`config.mk`:
```
export PLATFORM = sky130hd
export DESIGN_NAME = regfile_sb
export DESIGN_NICKNAME = d
export VERILOG_FILES = /design/src/rtl/regfile_sb.sv
export SDC_FILE = /design/constraint.sdc
export NUM_CORES = 2
export LEC_CHECK = 0
export BUFFER_PORTS_ARGS = -buffer_cell sky130_fd_sc_hd__buf_2
export CORE_UTILIZATION = 63
export CTS_CLUSTER_DIAMETER = 150
export CTS_CLUSTER_SIZE = 16
export DETAILED_ROUTE_END_ITERATION = 8
export HOLD_SLACK_MARGIN = 0.1
export PLACE_DENSITY = 0.81
export SLEW_MARGIN = 20
export SYNTH_ARGS = -nofsm -noshare
export SYNTH_HDL_FRONTEND = slang
export SYNTH_SLANG_ARGS = --single-unit
```
`constraint.sdc`:
```
create_clock -name clk -period 4.1 [get_ports clk]
set_input_delay 0.41 -clock clk [delete_from_list [all_inputs] [get_ports clk]]
set_output_delay 0.41 -clock clk [all_outputs]
set_load 0.05 [all_outputs]
```
`src/rtl/regfile_sb.sv`:
```
// regfile_sb: 2^AW x DW register file with register 0 hardwired to zero.
// It has NRP combinational read ports with a write-through bypass. A
// per-register pending (scoreboard) bit is set at issue and cleared at
// writeback. A scrub sequencer zeroes registers 1..2^AW-1, one per cycle.
module regfile_sb #(
    parameter int DW  = 32,
    parameter int AW  = 5,
    parameter int NRP = 2
) (
    input  logic              clk,
    input  logic              clrn,
    input  logic [NRP*AW-1:0] rn,
    output logic [NRP*DW-1:0] q,
    output logic [NRP-1:0]    rbusy,
    input  logic              we,
    input  logic [AW-1:0]     wn,
    input  logic [DW-1:0]     d,
    input  logic              iss_v,
    input  logic [AW-1:0]     iss_wn,
    input  logic              clr_req,
    output logic              clr_busy,
    output logic              drop
);

    localparam int NREG = 1 << AW;

    typedef enum logic {
        IDLE  = 1'b0,
        SCRUB = 1'b1
    } state_t;

    // Power-up values make the file read as all-zero before any reset.
    state_t          state_q = IDLE;
    state_t          state_d;
    logic [AW-1:0]   ptr_q = '0;
    logic [NREG-1:0] pending_q = '0;
    logic [DW-1:0]   regs_q [NREG] = '{default: '0};
    logic            drop_q = 1'b0;

    logic in_scrub;
    logic wr_en;
    logic iss_en;
    logic lost;

    // State register; reset abandons any scrub in progress.
    always_ff @(posedge clk) begin
        if (clrn) begin
            state_q <= IDLE;
        end else begin
            state_q <= state_d;
        end
    end

    // Next state: a scrub request starts a sweep, which ends on the last register.
    always_comb begin
        state_d = state_q;
        case (state_q)
            IDLE:    if (clr_req) state_d = SCRUB;
            SCRUB:   if (ptr_q == {AW{1'b1}}) state_d = IDLE;
            default: state_d = IDLE;
        endcase
    end

    // Outputs of the FSM: qualified write/issue enables and the discard condition.
    always_comb begin
        in_scrub = (state_q == SCRUB);
        wr_en    = !in_scrub && we && (wn != '0);
        iss_en   = !in_scrub && iss_v && (iss_wn != '0);
        lost     = in_scrub && ((we && (wn != '0)) || (iss_v && (iss_wn != '0)));
    end

    assign clr_busy = in_scrub;
    assign drop     = drop_q;

    // Storage, scoreboard and scrub pointer; the issue update follows the
    // writeback update so that an issue in the same cycle leaves the bit set.
    always_ff @(posedge clk) begin
        if (clrn) begin
            for (int k = 0; k < NREG; k++) begin
                regs_q[k] <= '0;
            end
            pending_q <= '0;
            ptr_q     <= '0;
        end else if (in_scrub) begin
            regs_q[ptr_q]    <= '0;
            pending_q[ptr_q] <= 1'b0;
            ptr_q            <= ptr_q + AW'(1);
        end else begin
            if (wr_en) begin
                regs_q[wn]    <= d;
                pending_q[wn] <= 1'b0;
            end
            if (iss_en) begin
                pending_q[iss_wn] <= 1'b1;
            end
            if (clr_req) begin
                ptr_q <= AW'(1);
            end
        end
    end

    // One-cycle pulse after a write or issue that arrived while scrubbing.
    always_ff @(posedge clk) begin
        if (clrn) begin
            drop_q <= 1'b0;
        end else begin
            drop_q <= lost;
        end
    end

    // Read ports: register 0 reads zero; an idle writeback to the same
    // register is forwarded and masks that register's busy flag.
    genvar gi;
    generate
        for (gi = 0; gi < NRP; gi++) begin : g_rd
            logic [AW-1:0] ra;
            logic          hit;
            assign ra  = rn[gi*AW +: AW];
            assign hit = !in_scrub && we && (wn == ra);
            assign q[gi*DW +: DW] = (ra == '0) ? '0 : (hit ? d : regs_q[ra]);
            assign rbusy[gi] = in_scrub || ((ra != '0) && pending_q[ra] && !hit);
        end
    endgenerate

endmodule
```
Yosys cells after proc, flatten, opt, wreduce, memory -nomap -nowiden

Memories as Yosys holds them, arrays and structs flattened.
Cells that the tools add are included.

Bitwise gates (word level): 6
$add $sub $neg: 1
Reductions and logical operators: 31
Eq/ne operators: 3
$lt $le $gt $ge: 8
Mux-type cells: 39

Operators with widths:

| operator                                                                      | number |
|---|---|
| 32-bit two-way mux                                                            | 11 |
| 32-bit bitwise AND                                                            | 2 |
| 32-bit NOT                                                                    | 2 |
| 32-bit OR reduction                                                           | 2 |
| 32-bit bitwise OR                                                             | 1 |
| 5-bit by 6-bit less-than comparator with 1-bit output (second input constant) | 5 |
| 5-bit two-way mux                                                             | 4 |
| 5-bit nonzero test                                                            | 4 |
| 1-bit two-way mux                                                             | 18 |
| 1-bit logical AND                                                             | 16 |
| 1-bit demux with 5-bit select                                                 | 3 |
| 5-bit by 1-bit >= comparator with 1-bit output (second input constant)        | 3 |
| 1-bit binary-select mux with 5-bit select                                     | 2 |
| 5-bit == test                                                                 | 2 |
| 5-bit zero test                                                               | 2 |
| 5-bit by 1-bit adder with 5-bit output (second input constant)                | 1 |
| 5-bit == test (second input constant)                                         | 1 |
| 1-bit zero test                                                               | 3 |
| 1-bit logical OR                                                              | 3 |
| 1-bit case mux with 2 select lines                                            | 1 |
| 2-bit nonzero test                                                            | 1 |
| 1-bit NOT                                                                     | 1 |

Input bits: 57
Memories: 1
Output and inout port bits: 68
Word-level logic and storage cells: 93
Register bits: 39
RAM bits: 1,024

Memory list:

| name   | words | width | read ports | clocked after memory_dff | write ports | RTL line | source |
|---|---|---|---|---|---|---|---|
| regs_q | 32    | 32    | 2          | 0                        | 32          | 37       | `logic [DW-1:0] regs_q [NREG] = '{default: '0};` |

Depth between registers and ports, before layout

Depth after elaboration: 12
Depth in mapped cells: 10
Depth with buffers taken out: 6

Least setup slack after synthesis

Ideal clock, no wire load.

Path type: in2out
Start point: input port rn[8]
End point: output port q[55]
Path buffers: 3
Stages: 8
Slack: 0.815 ns
Data required time: 3.690 ns
Arrival: 2.875 ns
Cell sequence: clkbuf_1 nand2b_1 clkbuf_1 clkbuf_1 o22ai_1 nor4_1 a21oi_1 o21ai_0

Cells in the longest elaborated chain, start to end: 4
Elaborated cells between the ends (all ways): 6
Classes of those cells: 1 x eq/ne; 2 x mux; 2 x reduce/logical; 1 x memory

Ends and longest elaborated chain:

| element                                                                    | RTL line | source |
|---|---|---|
| start: declaration                                                         | 12       | `input logic [NRP*AW-1:0] rn,` |
| parallel branches: the longest is 3 deep, another holds memory 32 x 32 bit | --       |  |
| 32-bit two-way mux (*)                                                     | 120      | `assign q[gi*DW +: DW] = (ra == '0) ? '0 : (hit ? d : regs_q[ra]);` |
| end: declaration                                                           | 13       | `output logic [NRP*DW-1:0] q,` |

Mark *: on every way between the ends.

Final worst setup path

Start point: input port rn[8]
End point: output port q[61]

Same word-level chain as after synthesis.

==> qor.csv <==
stage,metric,value,unit
outcome,status,finished with violations,
outcome,failing checks,"DRC, setup timing",
place,# port buffers,124,
synth,sequential fraction of the synthesis area,0.567,
drt,initial drt markers,8905,
sta,count of pins over their slew limit,0,
setup_path,CP max stage delay,0.95,ns
global_route,Total GRT Usage,0.421,
power_and_ir_drop,P_leak,20.2,nW
global_route,first-pass GRT wire length,270000,um
synth,Synth async-reset ratio,0,
sta,final hold slack,0.118,ns
cts,Clock Pin Slew Worst Setup and Hold Paths,0.07,ns
setup_path,WP data arrival,3.79,ns
drt,DR WL/cell,35.6,um
layout,"non-filler cells, final",5301,
power_and_ir_drop,total power,23.3,mW
global_route,total grt overflow,0,
synth,Mapped Area,0.0556,mm^2
layout,Finished Core Util,0.697,
cts,CTS tree,built,
place,placed inst area,0.0586,mm^2
sta,setup ws final,-0.0981,ns
synth,#FFs+latches synth,1063,
min_path,hold crit path type,in -> reg,
layout,fill count,5483,
drt,DR pass1 iterations,9,
drt,DR vias,41500,
cts,CTS sink cnt,1063,
place,pre-CTS WS,0.238,ns
synth,Gate Count Post-Synth,4050,
global_route,grt met2 use,0.628,
global_route,number of antenna violations at the first check in global routing,6,
global_route,met3 GRT Util,0.149,
synth,post-synthesis simple-gate area fraction,0.107,
layout,share of layout cells above drive strength 1,0.268,
floorplanning,Die Span Y,299,um
cts,postcts setup bufs,0,
setup_path,reg2reg start,clr_busy,
layout,"commonest non-fill, non-tap cell in the layout",edfxtp_1,
synth,synth warn,0,
sta,post-layout minimum cycle time,4.20,ns
setup_path,element type at the critical path end,output port,
synth,number of enable flip-flop cells after synthesis,1024,
sta,Slew HR,0.218,
floorplanning,die area,0.0895,mm^2
synth,largest family of logic cells by synthesized area,multiplexers,
place,Post-Place Cells,5188,
drt,antenna-violating nets left,0,
drt,Post-Route WL,189000,um
place,routability congestion estimate from global placement,1.04,
global_route,largest net degree at the start of global routing,64,
global_route,vias in the first global route,40200,
run,Max-Cap Viols,0,
cts,CTS Buf Count,76,
sta,setup total negative slack,-0.173,ns
cts,Root Buffer,clkbuf_16,
cts,clock buffer depth,3,
power_and_ir_drop,Max VDD drop,0.000487,V
sta,Max Freq,238,MHz
synth,xor-xnor portion of the synthesized cell area,0.00173,
min_path,Worst Hold Launch,iss_wn[2],
setup_path,CP Launch Point,rn[8],
layout,synth-to-layout area growth,9.24,%
global_route,"Most Used Layer, Global Route",met2,
floorplanning,CORE AREA,0.0872,mm^2
floorplanning,Starting Density,0.638,
sta,RSZ-0062 raised after global routing,false,
drt,via/cell ratio,7.83,
setup_path,Startpoint Class,input pin,
setup_path,critical path's slowest cell,nor3_1,
power_and_ir_drop,Power Density,383,mW/mm^2
sta,Worst Max-Slew Pin Slew,1.16,ns
sta,crit share post-route,1.02,
sta,final count of hold timing violations,0,
cts,Worst-Skew Late Latency,0.66,ns
drt,drt drc,5,
synth,Synth Area in Adders,0.00112,
synth,complex-gate fraction of the synthesized area,0.0656,
floorplanning,I/O Pins,125,
place,DPL Wire Length,120000,um
setup_path,Worst Path Required,3.69,ns
layout,post-route cell area,0.0608,mm^2
synth,mux cell area share after synthesis,0.221,
setup_path,worst setup path class,in -> out,
setup_path,worst path cell trace,buf_2 -> nand2b_1 -> o22ai_1 -> nor3_1 -> a31oi_1 -> o21ai_0 -> buf_2,
global_route,met1 Use GR,0.525,
setup_path,most frequent CP cell,buf_2,
floorplanning,Die X-Extent,299,um
synth,Synth Area per Inst,13.7,um^2
floorplanning,Rows,108,
setup_path,CP max FO,15,
cts,htree depth,3,
synth,"Distinct cells, synth",70,
layout,nets,4179,
sta,final setup fails,2,
synth,top_reg_cell synth,edfxtp_1,
layout,"commonest non-fill, non-tap cells in the layout","1,024 x edfxtp_1, 994 x nor2_1, 461 x mux4_2",
sta,Clock Skew,0.0196,ns
==> cell type report <==
type / count / area [um^2] / area share
Sequential cell: 1063 / 31500 / 0.519
Multi-Input combinational cell: 2586 / 22400 / 0.368
Timing Repair Buffer: 381 / 3280 / 0.0540
Clock buffer: 99 / 2030 / 0.0334
Tap cell: 1155 / 1450 / 0.0238
Clock inverter: 5 / 65.1 / 0.00107
Inverter: 9 / 33.8 / 0.000556
Antenna cell: 3 / 7.51 / 0.000124
==> critical path: cells and delay by family <==
family | cells | cell delay, ns
AOI/OAI and AO/OA | 3 | 0.95
buffers and inverters | 2 | 0.87
and+or+nand+nor | 2 | 1.51
==> synthesized netlist by cell type (6+ instances only) <==
cell / n / share of area
nand3_4: 7 / 0.0022
buf_2: 85 / 0.0076
a21oi_1: 65 / 0.0058
buf_6: 26 / 0.0053
a22o_1: 34 / 0.0054
mux2_2: 28 / 0.0057
nor2_1: 995 / 0.067
buf_4: 31 / 0.0042
o311ai_0: 13 / 0.0020
a31oi_1: 7 / 0.00079
o22a_1: 11 / 0.0017
xnor2_1: 11 / 0.0017
inv_1: 6 / 0.00040
o211ai_1: 7 / 0.00094
a221oi_1: 47 / 0.0074
mux2i_4: 7 / 0.0028
nand3_1: 41 / 0.0037
nor4_1: 10 / 0.0011
clkbuf_1: 254 / 0.017
nor3b_1: 9 / 0.0012
mux2i_1: 143 / 0.026
dfxtp_1: 39 / 0.014
buf_1: 27 / 0.0018
or2_2: 8 / 0.00090
nand4_1: 7 / 0.00079
nand2b_1: 43 / 0.0048
a22oi_1: 57 / 0.0077
nor2_2: 68 / 0.0076
o221ai_1: 37 / 0.0058
nor2b_1: 20 / 0.0022
o22ai_1: 84 / 0.0094
nand2_1: 129 / 0.0087
a211oi_1: 25 / 0.0034
mux4_2: 461 / 0.19
nand3b_1: 9 / 0.0012
nor3_1: 27 / 0.0024
a211o_1: 7 / 0.0011
edfxtp_1: 1024 / 0.55
o21ai_0: 58 / 0.0052
a2111oi_0: 18 / 0.0028
==> power by group <==
| part | total [mW] | internal, mW | leakage [nW] | switching (mW) |
|---|---|---|---|---|
| logic | 3.58 | 1.26 | 8.31 | 2.32 |
| registers | 12.5 | 12.3 | 10.9 | 0.220 |
| clock network | 7.23 | 3.48 | 1.02 | 3.75 |
| total | 23.3 | 17.0 | 20.2 | 6.29 |
==> worst paths after layout <==
| check | endpoint | slack (ns) | depth (start not counted) |
|---|---|---|---|
| worst max-delay path | q[61] | -0.1 | 7 |
| worst min-delay path | pending_q[29] | 0.12 | 3 |
| worst max register to register | regs_q[1][14] | 0.84 | 7 |
| worst min register to register | pending_q[2] | 0.49 | 2 |
==> kinds of logic (layout without fill, tap and decap cells) <==
family / after synthesis / in the layout
AND/OR/NAND/NOR: 1395 / 1395
flip-flops: 1063 / 1063
multiplexers: 639 / 639
AO/OA/AOI/OAI: 504 / 504
buffers and inverters: 432 / 494
XOR/XNOR: 11 / 11
adder cells (fa/ha/maj): 5 / 5
other: 1 / 35
==> timing repair <==
action,4_1_cts,5_1_grt
endpoints found under the setup margin,0,1
hold endpoints to repair,5,0
hold buffers,6,0
gates resized for setup,0,1
==> routing by layer <==
metal,vias to the layer above,part of all wire
li1,15700,-
met1,20000,0.30
met2,4734,0.44
met3,1101,0.17
met4,10,0.085
met5,-,0.00027
==> flip-flops by register name, indices dropped and copies added, names as in the netlist <==
signal and count:
clr_busy 1, ptr_q 5, regs_q 1024, drop 1, pending_q 32
Power figures use the tool's default switching activity.
